### src/rtl/seq_pkg.sv
// -----------------------------------------------------------------------------
// seq_pkg
// Purpose : shared definitions for the instruction sequencer: the 3-bit state
//           encoding and the default halt opcode.
// Ports   : none (package).
// -----------------------------------------------------------------------------
package seq_pkg;

  typedef logic [2:0] state_t;

  localparam state_t IDLE      = 3'd0;
  localparam state_t FETCH     = 3'd1;
  localparam state_t WAIT_MEM  = 3'd2;
  localparam state_t ISSUE     = 3'd3;
  localparam state_t WAIT_DONE = 3'd4;
  localparam state_t HALT      = 3'd5;

  localparam logic [31:0] DEFAULT_HALT_OPCODE = 32'hFFFF_FFFF;

endpackage

### src/rtl/sat_counter.sv
// -----------------------------------------------------------------------------
// sat_counter
// Purpose : W-bit up counter that sticks at its maximum value instead of
//           wrapping. Clear has priority over increment.
// Ports   : clk   - clock, rising edge
//           rst_n - asynchronous active-low reset (count -> 0)
//           clr   - synchronous clear
//           inc   - increment request
//           count - current (registered) count
// -----------------------------------------------------------------------------
module sat_counter #(
  parameter int W = 16
) (
  input  logic         clk,
  input  logic         rst_n,
  input  logic         clr,
  input  logic         inc,
  output logic [W-1:0] count
);

  localparam logic [W-1:0] MAX_COUNT = '1;

  logic [W-1:0] r_count;

  always_ff @(posedge clk or negedge rst_n) begin
    if (!rst_n) begin
      r_count <= '0;
    end else if (clr) begin
      r_count <= '0;
    end else if (inc && (r_count != MAX_COUNT)) begin
      r_count <= r_count + 1'b1;
    end
  end

  assign count = r_count;

endmodule

### src/rtl/instr_sequencer.sv
// -----------------------------------------------------------------------------
// instr_sequencer
// Purpose : fetch/issue controller. Reads opcodes from the instruction ROM one
//           at a time, presents each to the decode unit with a valid/ready
//           handshake, waits for its completion pulse, then moves to the next
//           address. Stops on the halt opcode or after the last program word.
// Ports   : clk, rst_n             - clock / async active-low reset
//           start                  - begin a run from PC 0 (IDLE/HALT only)
//           mem_req, mem_addr      - one-cycle ROM read request and address
//           mem_rdata, mem_rvalid  - ROM read response
//           opcode, opcode_valid   - instruction offered to decode
//           exec_ready             - decode accepts the offered opcode
//           exec_done              - completion pulse for the issued opcode
//           pc                     - program counter
//           busy, halted           - run status
//           instr_count            - instructions retired in this run
// All outputs come straight from registers.
// -----------------------------------------------------------------------------
module instr_sequencer
  import seq_pkg::*;
#(
  parameter int          ADDR_W      = 8,
  parameter int          PROG_LEN    = 4,
  parameter int          CNT_W       = 16,
  parameter logic [31:0] HALT_OPCODE = DEFAULT_HALT_OPCODE
) (
  input  logic              clk,
  input  logic              rst_n,
  input  logic              start,
  output logic              mem_req,
  output logic [ADDR_W-1:0] mem_addr,
  input  logic [31:0]       mem_rdata,
  input  logic              mem_rvalid,
  output logic [31:0]       opcode,
  output logic              opcode_valid,
  input  logic              exec_ready,
  input  logic              exec_done,
  output logic [ADDR_W-1:0] pc,
  output logic              busy,
  output logic              halted,
  output logic [CNT_W-1:0]  instr_count
);

  localparam logic [ADDR_W-1:0] LAST_PC = ADDR_W'(PROG_LEN - 1);

  state_t            r_state;
  state_t            w_state_next;
  logic [ADDR_W-1:0] r_pc;
  logic [ADDR_W-1:0] w_pc_next;
  logic [ADDR_W-1:0] r_mem_addr;
  logic              r_mem_req;
  logic [31:0]       r_opcode;
  logic [31:0]       w_opcode_next;
  logic              r_opcode_valid;
  logic              w_opcode_valid_next;
  logic              r_busy;
  logic              r_halted;
  logic              w_run_start;
  logic              w_complete;

  // State register plus the registered copies of every output. Status outputs
  // are decoded from the *next* state so they line up with the state itself.
  always_ff @(posedge clk or negedge rst_n) begin
    if (!rst_n) begin
      r_state        <= IDLE;
      r_pc           <= '0;
      r_mem_req      <= 1'b0;
      r_mem_addr     <= '0;
      r_opcode       <= '0;
      r_opcode_valid <= 1'b0;
      r_busy         <= 1'b0;
      r_halted       <= 1'b0;
    end else begin
      r_state        <= w_state_next;
      r_pc           <= w_pc_next;
      r_mem_req      <= (w_state_next == FETCH);
      if (w_state_next == FETCH) begin
        r_mem_addr <= w_pc_next;
      end
      r_opcode       <= w_opcode_next;
      r_opcode_valid <= w_opcode_valid_next;
      r_busy         <= (w_state_next == FETCH) || (w_state_next == WAIT_MEM) ||
                        (w_state_next == ISSUE) || (w_state_next == WAIT_DONE);
      r_halted       <= (w_state_next == HALT);
    end
  end

  // Next-state logic. Completion may happen in the handshake cycle itself, so
  // it is resolved once after the case statement.
  always_comb begin
    w_state_next = r_state;
    w_run_start  = 1'b0;
    w_complete   = 1'b0;
    case (r_state)
      IDLE, HALT: begin
        if (start) begin
          w_state_next = FETCH;
          w_run_start  = 1'b1;
        end
      end
      FETCH: w_state_next = WAIT_MEM;
      WAIT_MEM: begin
        if (mem_rvalid) begin
          w_state_next = (mem_rdata == HALT_OPCODE) ? HALT : ISSUE;
        end
      end
      ISSUE: begin
        if (exec_ready) begin
          if (exec_done) begin
            w_complete = 1'b1;
          end else begin
            w_state_next = WAIT_DONE;
          end
        end
      end
      WAIT_DONE: begin
        if (exec_done) begin
          w_complete = 1'b1;
        end
      end
      default: w_state_next = IDLE;
    endcase
    if (w_complete) begin
      w_state_next = (r_pc == LAST_PC) ? HALT : FETCH;
    end
  end

  // Datapath next values: PC, opcode latch and the issue valid flag.
  always_comb begin
    w_pc_next           = r_pc;
    w_opcode_next       = r_opcode;
    w_opcode_valid_next = r_opcode_valid;
    if (w_run_start) begin
      w_pc_next = '0;
    end else if (w_complete && (r_pc != LAST_PC)) begin
      w_pc_next = r_pc + 1'b1;
    end
    // The halt opcode never reaches the opcode register.
    if ((r_state == WAIT_MEM) && mem_rvalid && (mem_rdata != HALT_OPCODE)) begin
      w_opcode_next       = mem_rdata;
      w_opcode_valid_next = 1'b1;
    end else if ((r_state == ISSUE) && exec_ready) begin
      w_opcode_valid_next = 1'b0;
    end
  end

  sat_counter #(
    .W (CNT_W)
  ) u_retired_cnt (
    .clk   (clk),
    .rst_n (rst_n),
    .clr   (w_run_start),
    .inc   (w_complete),
    .count (instr_count)
  );

  assign mem_req      = r_mem_req;
  assign mem_addr     = r_mem_addr;
  assign opcode       = r_opcode;
  assign opcode_valid = r_opcode_valid;
  assign pc           = r_pc;
  assign busy         = r_busy;
  assign halted       = r_halted;

endmodule

### config.mk
export PLATFORM = sky130hd
export DESIGN_NAME = instr_sequencer
export DESIGN_NICKNAME = d
export VERILOG_FILES = /design/src/rtl/seq_pkg.sv /design/src/rtl/sat_counter.sv /design/src/rtl/instr_sequencer.sv
export SDC_FILE = /design/constraint.sdc
export NUM_CORES = 1
export LEC_CHECK = 0
export BUFFER_PORTS_ARGS = -buffer_cell sky130_fd_sc_hd__buf_2
export CAP_MARGIN = 20
export CORE_MARGIN = 5
export CORE_UTILIZATION = 38
export DETAILED_ROUTE_END_ITERATION = 8
export HOLD_SLACK_MARGIN = 0.08
export PLACE_DENSITY_LB_ADDON = 0.12
export SLEW_MARGIN = 10
export SYNTH_ARGS = -nofsm -noshare
export SYNTH_HDL_FRONTEND = slang
export SYNTH_HIERARCHICAL = 1
export SYNTH_SLANG_ARGS = --single-unit
### constraint.sdc
create_clock -name clk -period 2.9 [get_ports clk]
set_clock_uncertainty 0.1 [all_clocks]
set_input_delay 0.145 -clock clk [delete_from_list [all_inputs] [get_ports clk]]
set_output_delay 0.145 -clock clk [all_outputs]
set_load 0.05 [all_outputs]
==> results.tsv, run 1 <==
stage	metric	value	unit
outcome	outcome	finished clean	
flow_run	drv_cap	0	
layout	final-seq-area	0.00178	mm²
sta	tns	0	ps
cts	cts.sinks	71	
critical_path	arrival	2470	ps
sta	grt_setup_unrepaired	false	
synthesis	synth_edf_count	0	
worst_hold_path	min_path_type	input pin to flop	
place	place_congestion	0.808	
pwr	p_leak	2.17	nW
global_route	grt_pass1_wl	14.2	mm
die	io_pins	106	
synthesis	yosysWarningCount	6	
drt	wl	8.39	mm
layout	n_antenna_cell	0	
cts	clk_pin_slew	80	ps
critical_path	path_class	flop to flop	
drt	firstDrtPassIters	4	
critical_path	r2r_start	r_state[0]	
place	post-dp-hpwl	5.89	mm
global_route	overflow	0	
cts	clkLatencyLatePin	340	ps
critical_path	endpoint_kind	flop	
drt	vias	2825	
cts	numCtsBuffers	9	
cts	cts_max_level	3	
global_route	grt_pass1_vias	2839	
cts	cts_hold_buf	33	
synthesis	syn_area	0.00337	mm²
sta	slew_headroom	55.9	%
critical_path	crit_slowest_cell	or4_2	
sta	fmax	0.435	GHz
synthesis	postSynthAreaPerCell	11.8	µm²
pwr	powerDensity	954	mW/mm²
die	rows	34	
place	portBuffers	105	
synthesis	synth_seq_cells	71	
critical_path	crit_fanout	22	
global_route	grt_max_degree	30	
sta	tightest_slew	655	ps
critical_path	cpPeakStageDelay	720	ps
layout	area_growth	35.2	%
cts	clk_path_buf_depth	2	
synthesis	synth_cell_types	52	
drt	drc	0	
synthesis	synth_fp_nets	326	
layout	final_cells	543	
die	start_util	38.8	%
critical_path	crit_family	simple AND/OR/NAND/NOR gates	
drt	dr.first_iter.drc_count	69	
sta	finalHoldViolations	0	
layout	layout-drive-gt1-share	33.3	%
cts	cts_tree	built	
worst_hold_path	min_from	exec_ready	
layout	multi_input_area	0.00149	mm²
layout	fill_cells	810	
synthesis	synth_flop_cell	dfrtp_1	
place	dp.cells	494	
critical_path	cp.required	3070	ps
global_route	antenna_found_initial	0	
sta	maxSlewViolCount	0	
drt	postRouteAntennaNets	0	
critical_path	startpoint_type	flop	
synthesis	yosysSeqAreaShare	52.7	%
critical_path	crit_start	r_state[0]	
pwr	irDropWorstVdd	0.567	mV
die	coreArea	0.00868	mm²
cts	cts-root-buf	clkbuf_8	
sta	period_share	79.3	%
die	die_h	104	µm
global_route	grt_use_total	15.9	%
die	die_area	0.0108	mm²
critical_path	path_buf_inv	1	
critical_path	worstPathCellList	nor3b_1, o21a_2, inv_1, or4_2, a21oi_1	
sta	min_period	2300	ps
drt	avgViaCountPerCell	5.20	
layout	nets	470	
sta	setup_viol	0	
die	die_w	104	µm
cts	post_cts_buffers	0	
cts	ctsResizeCount	0	
synthesis	netlist_instances	286	
drt	wl_per_cell	15.5	µm
synthesis	ys_async_sr_fraction	100	%
[worst min-delay path, delay by kind of cell]
family | cells | cell delay (ps)
buffers and inverters | 1 | 120
and+or+nand+nor | 1 | 120
AOI/OAI and AO/OA | 1 | 120
[area by class of cell]
type,instances,share of cell area (%)
Inverter,6,0.495
Multi-Input combinational cell,197,32.8
Tap cell,108,2.97
Timing Repair Buffer,145,20.2
Clock buffer,10,3.02
Sequential cell,71,39.0
Clock inverter,6,1.48
[path summary, 6_finish.rpt]
kind,end,slack [ps],cells past startpoint
min,opcode_valid,100,3
max in group asynchronous,halted,1750,3
min in group asynchronous,opcode[26],210,2
max reg2reg,u_retired_cnt/count[3],600,5
min reg2reg,opcode_valid,380,1
max,u_retired_cnt/count[3],600,5
[metrics by stage]
| step | setup slack [ps] | area (µm²) | hold slack, ps | power [W] | utilization (%) |
|---|---|---|---|---|---|
| floorplan | 532 | 3370 | -251 | 0.00303 | - |
| global placement | 671 | 4020 | 62.8 | 0.00351 | 46.3 |
| detailed placement | 628 | 4020 | 66.1 | 0.00353 | 46.3 |
| CTS | 609 | 4550 | 81.2 | 0.00439 | 52.5 |
| global route | 400 | 4550 | 104 | 0.00458 | 52.5 |
| finish | 602 | 4550 | 98.1 | 0.00435 | 52.5 |
[layer usage]
layer	global-route usage, %	routed length (µm)	share of wire, %	up-vias
li1	-	-	-	1367
met1	21.1	3730	44	1362
met2	25.1	4000	48	82
met3	3.66	473	5.6	14
met4	6.66	194	2.3	0
met5	0	0	0	-
[flip-flops by register name, indices dropped and copies added (netlist names)]
signal               cells
pc                       8
mem_addr                 8
busy                     1
u_retired_cnt/count     16
opcode_valid             1
opcode                  32
r_state                  3
halted                   1
mem_req                  1
[Yosys cell counts, drive strengths merged (2+ instances only)]
cell	instances	area, µm²
inv	6	22.5
xor2	10	87.6
nor2b	4	25.0
nand3b	2	15.0
or3b	2	17.5
buf	8	65.1
nor2	13	48.8
nor3	2	10.0
a22o	7	61.3
nand4	17	128
or4	8	62.6
clkbuf	4	15.0
a21oi	16	95.1
dfrtp	71	1780
and4	2	20.0
mux2	37	417
ha	2	25.0
nor4	7	58.8
o31ai	7	52.6
nand2	17	63.8
and3	3	18.8
xnor2	3	26.3
o21ai	11	55.1
or3	5	32.5
nand3	6	30.0
[kinds of logic (layout without fill, tap and decap cells)]
group,after synthesis,count (layout),synth area share [%]
compound gates,51,51,10.6
xor+xnor,13,13,3.38
fa+ha+maj,2,2,0.743
buf+inv,18,167,3.05
flops,71,71,52.7
mux,37,37,12.4
simple gates,94,94,17.2
[layout by cell type, fill, tap and decap left out, drive strengths merged, types with 3 or more instances in the layout]
master,synthesis,routed
buf,8,112
dfrtp,71,71
mux2,37,37
dlygate4sd3,0,33
nand2,17,17
nand4,17,17
a21oi,16,16
nor2,13,13
o21ai,11,11
xor2,10,10
clkbuf,4,10
or4,8,8
a22o,7,7
o31ai,7,7
nor4,7,7
inv,6,7
nand3,6,6
or3,5,5
nor2b,4,4
xnor2,3,3
and3,3,3
[power by group]
part	internal (W)	leakage [nW]	switching, W
Clock	0.000424	0.0989	0.000394
Combinational	0.000542	1.16	0.00151
Sequential	0.00129	0.910	0.000184
Total	0.00226	2.17	0.00209
No activity file was read; power rests on OpenSTA's default activity.
==> run 2: changes to the inputs <==
clock period = 2.2 ns   (was 2.9 ns; I/O delays follow)
==> run 2 against run 1 <==
Against the previous run: utilization grew 1.1 points; non-clock buffer count increased by 11; global-route usage up 0.62 points; first-iteration DRC count fell by 25%; critical path type unchanged.
==> results.tsv, run 2 (synthesized netlist as in run 1, its figures left out) <==
stage	metric	value	unit	change
layout	area_growth	37.9	%	
worst_hold_path	min_from	exec_done		
cts	clk_pin_slew	90	ps	about the same
critical_path	worstPathCellList	and4b_1, o21a_2, inv_1, buf_4, or4_1, a21oi_1		
layout	largest_register_ffs	32		unchanged
die	io_pins	106		unchanged
cts	cts.sinks	71		unchanged
layout	nets	481		+2.3%
drt	wl_per_cell	15.6	µm	+1.1%
sta	grt_setup_unrepaired	false		
sta	tns	0	ps	unchanged
critical_path	startpoint_type	flop		
cts	cts_tree	built		
global_route	antenna_found_initial	0		unchanged
place	post-dp-hpwl	5.97	mm	+1.3%
worst_hold_path	holdPathStages	4		+1
sta	tightest_slew	474	ps	-181 ps
cts	numCtsBuffers	9		unchanged
critical_path	path_buf_inv	2		+1
cts	cts_max_level	3		unchanged
layout	final_area	0.00465	mm²	+2.0%
drt	firstDrtPassIters	4		unchanged
critical_path	cp.required	2370	ps	-700 ps
sta	maxSlewViolCount	0		unchanged
layout	n_antenna_cell	0		unchanged
drt	dr.first_iter.drc_count	52		-25%
die	die_area	0.0108	mm²	unchanged
critical_path	crit_family	simple AND/OR/NAND/NOR gates		
layout	fin_util	53.5	%	+1.1 points
flow_run	drv_cap	0		unchanged
worst_hold_path	worstHoldEndpoint	pc[1]		
sta	fmax	0.483	GHz	+11%
global_route	grt_pass1_vias	3004		+5.8%
critical_path	arrival	2240	ps	-230 ps
global_route	grt_use_total	16.6	%	+0.62 points
layout	final_common_cell	buf_2		
cts	clk_path_buf_depth	2		unchanged
global_route	grt_max_degree	72		+140%
pwr	p_leak	2.21	nW	+1.8%
pwr	irDropWorstVdd	0.843	mV	+49%
drt	wl	8.66	mm	+3.1%
die	die_w	104	µm	unchanged
layout	fill_cells	794		-2.0%
place	dp.cells	504		+2.0%
cts	post_cts_buffers	0		unchanged
critical_path	crit_fanout	10		-55%
place	portBuffers	105		unchanged
cts	clkLatencyLatePin	350	ps	about the same
critical_path	cpPeakStageDelay	500	ps	-220 ps
die	die_h	104	µm	unchanged
cts	cts-root-buf	clkbuf_8		
outcome	outcome	finished clean		
worst_hold_path	min_path_type	input pin to flop		
critical_path	r2r_start	r_state[2]		
sta	slew_headroom	68.1	%	+12 points
critical_path	cp.depth	6		+1
global_route	grt_pass1_wl	14.8	mm	+4.2%
die	start_util	38.8	%	unchanged
layout	layout-drive-gt1-share	36.8	%	+3.4 points
sta	period_share	94.0	%	+15 points
drt	drc	0		unchanged
critical_path	r2r-end	u_retired_cnt/count[7]		
sta	setup_viol	0		unchanged
global_route	overflow	0		unchanged
sta	finalHoldViolations	0		unchanged
critical_path	worstRegToRegCells	6		+1
die	coreArea	0.00868	mm²	unchanged
layout	layout_common_cells	buf_2 (105), dfrtp_1 (65), mux2_1 (37), dlygate4sd3_1 (34), nand2_1 (17)		
pwr	powerDensity	1230	mW/mm²	+29%
drt	avgViaCountPerCell	5.23		+0.48%
critical_path	path_class	flop to flop		
drt	postRouteAntennaNets	0		unchanged
drt	vias	2896		+2.5%
place	postPlaceCellArea	0.00412	mm²	+2.4%
critical_path	r2r_slack	130	ps	-470 ps
die	rows	34		unchanged
critical_path	endpoint_kind	flop		
place	place_congestion	0.762		-5.7%
critical_path	crit_slowest_cell	or4_1		
sta	min_period	2070	ps	-230 ps
layout	final_cells	554		+2.0%
-- run 2: worst max-delay path by stage --
stage,startpoint,end,slack (ps)
3_3_place_gp,r_state[1],mem_addr[6],100
5_1_grt,r_state[2],u_retired_cnt/count[14],2
4_1_cts,r_state[1],mem_addr[7],90
2_1_floorplan,pc[0],pc[7],10
6_report,r_state[2],u_retired_cnt/count[7],130
3_5_place_dp,r_state[1],mem_addr[7],90
-- run 2: layer usage --
layer	track usage, %	routed length [µm]	up-vias
li1	-	-	1388
met1	21.2	3880	1421
met2	26.5	4160	64
met3	3.72	348	23
met4	7.86	273	0
met5	0	0	-
-- run 2: power by group --
part	internal, W	switching, W
Combinational	0.000765	0.00203
Clock	0.000444	0.000530
Sequential	0.00171	0.000221
-- run 2: repair_timing --
item,in CTS,in global routing
endpoints found under the hold margin,104,0
resized for setup,0,4
setup endpoints to repair,0,7
hold buffers,34,0
-- run 2: stage by stage --
step                hold slack, ps  power [W]  setup slack (ps)
global placement              75.3    0.00470               104
finish                         166    0.00570               131
floorplan                     -286    0.00400              14.6
CTS                            211    0.00576              86.9
detailed placement            80.2    0.00473              87.4
global route                   192    0.00601              2.02
-- run 2: cell type report --
class | count | area, µm² | share of cell area (%)
flip-flops and latches | 71 | 1780 | 38.4
repair buffers | 156 | 1020 | 21.9
multi-input cells | 197 | 1500 | 32.3
clock inverters | 6 | 45.0 | 0.970
clock buffers | 10 | 138 | 2.96
well taps | 108 | 135 | 2.91
inverters | 6 | 22.5 | 0.485
-- run 2: worst register-to-register path, stage by stage, from the launching register on --
cell	delay, ps
dfrtp_2	460
and4b_1	290
o21a_2	170
inv_1	130
buf_4	200
or4_1	500
a21oi_1	160
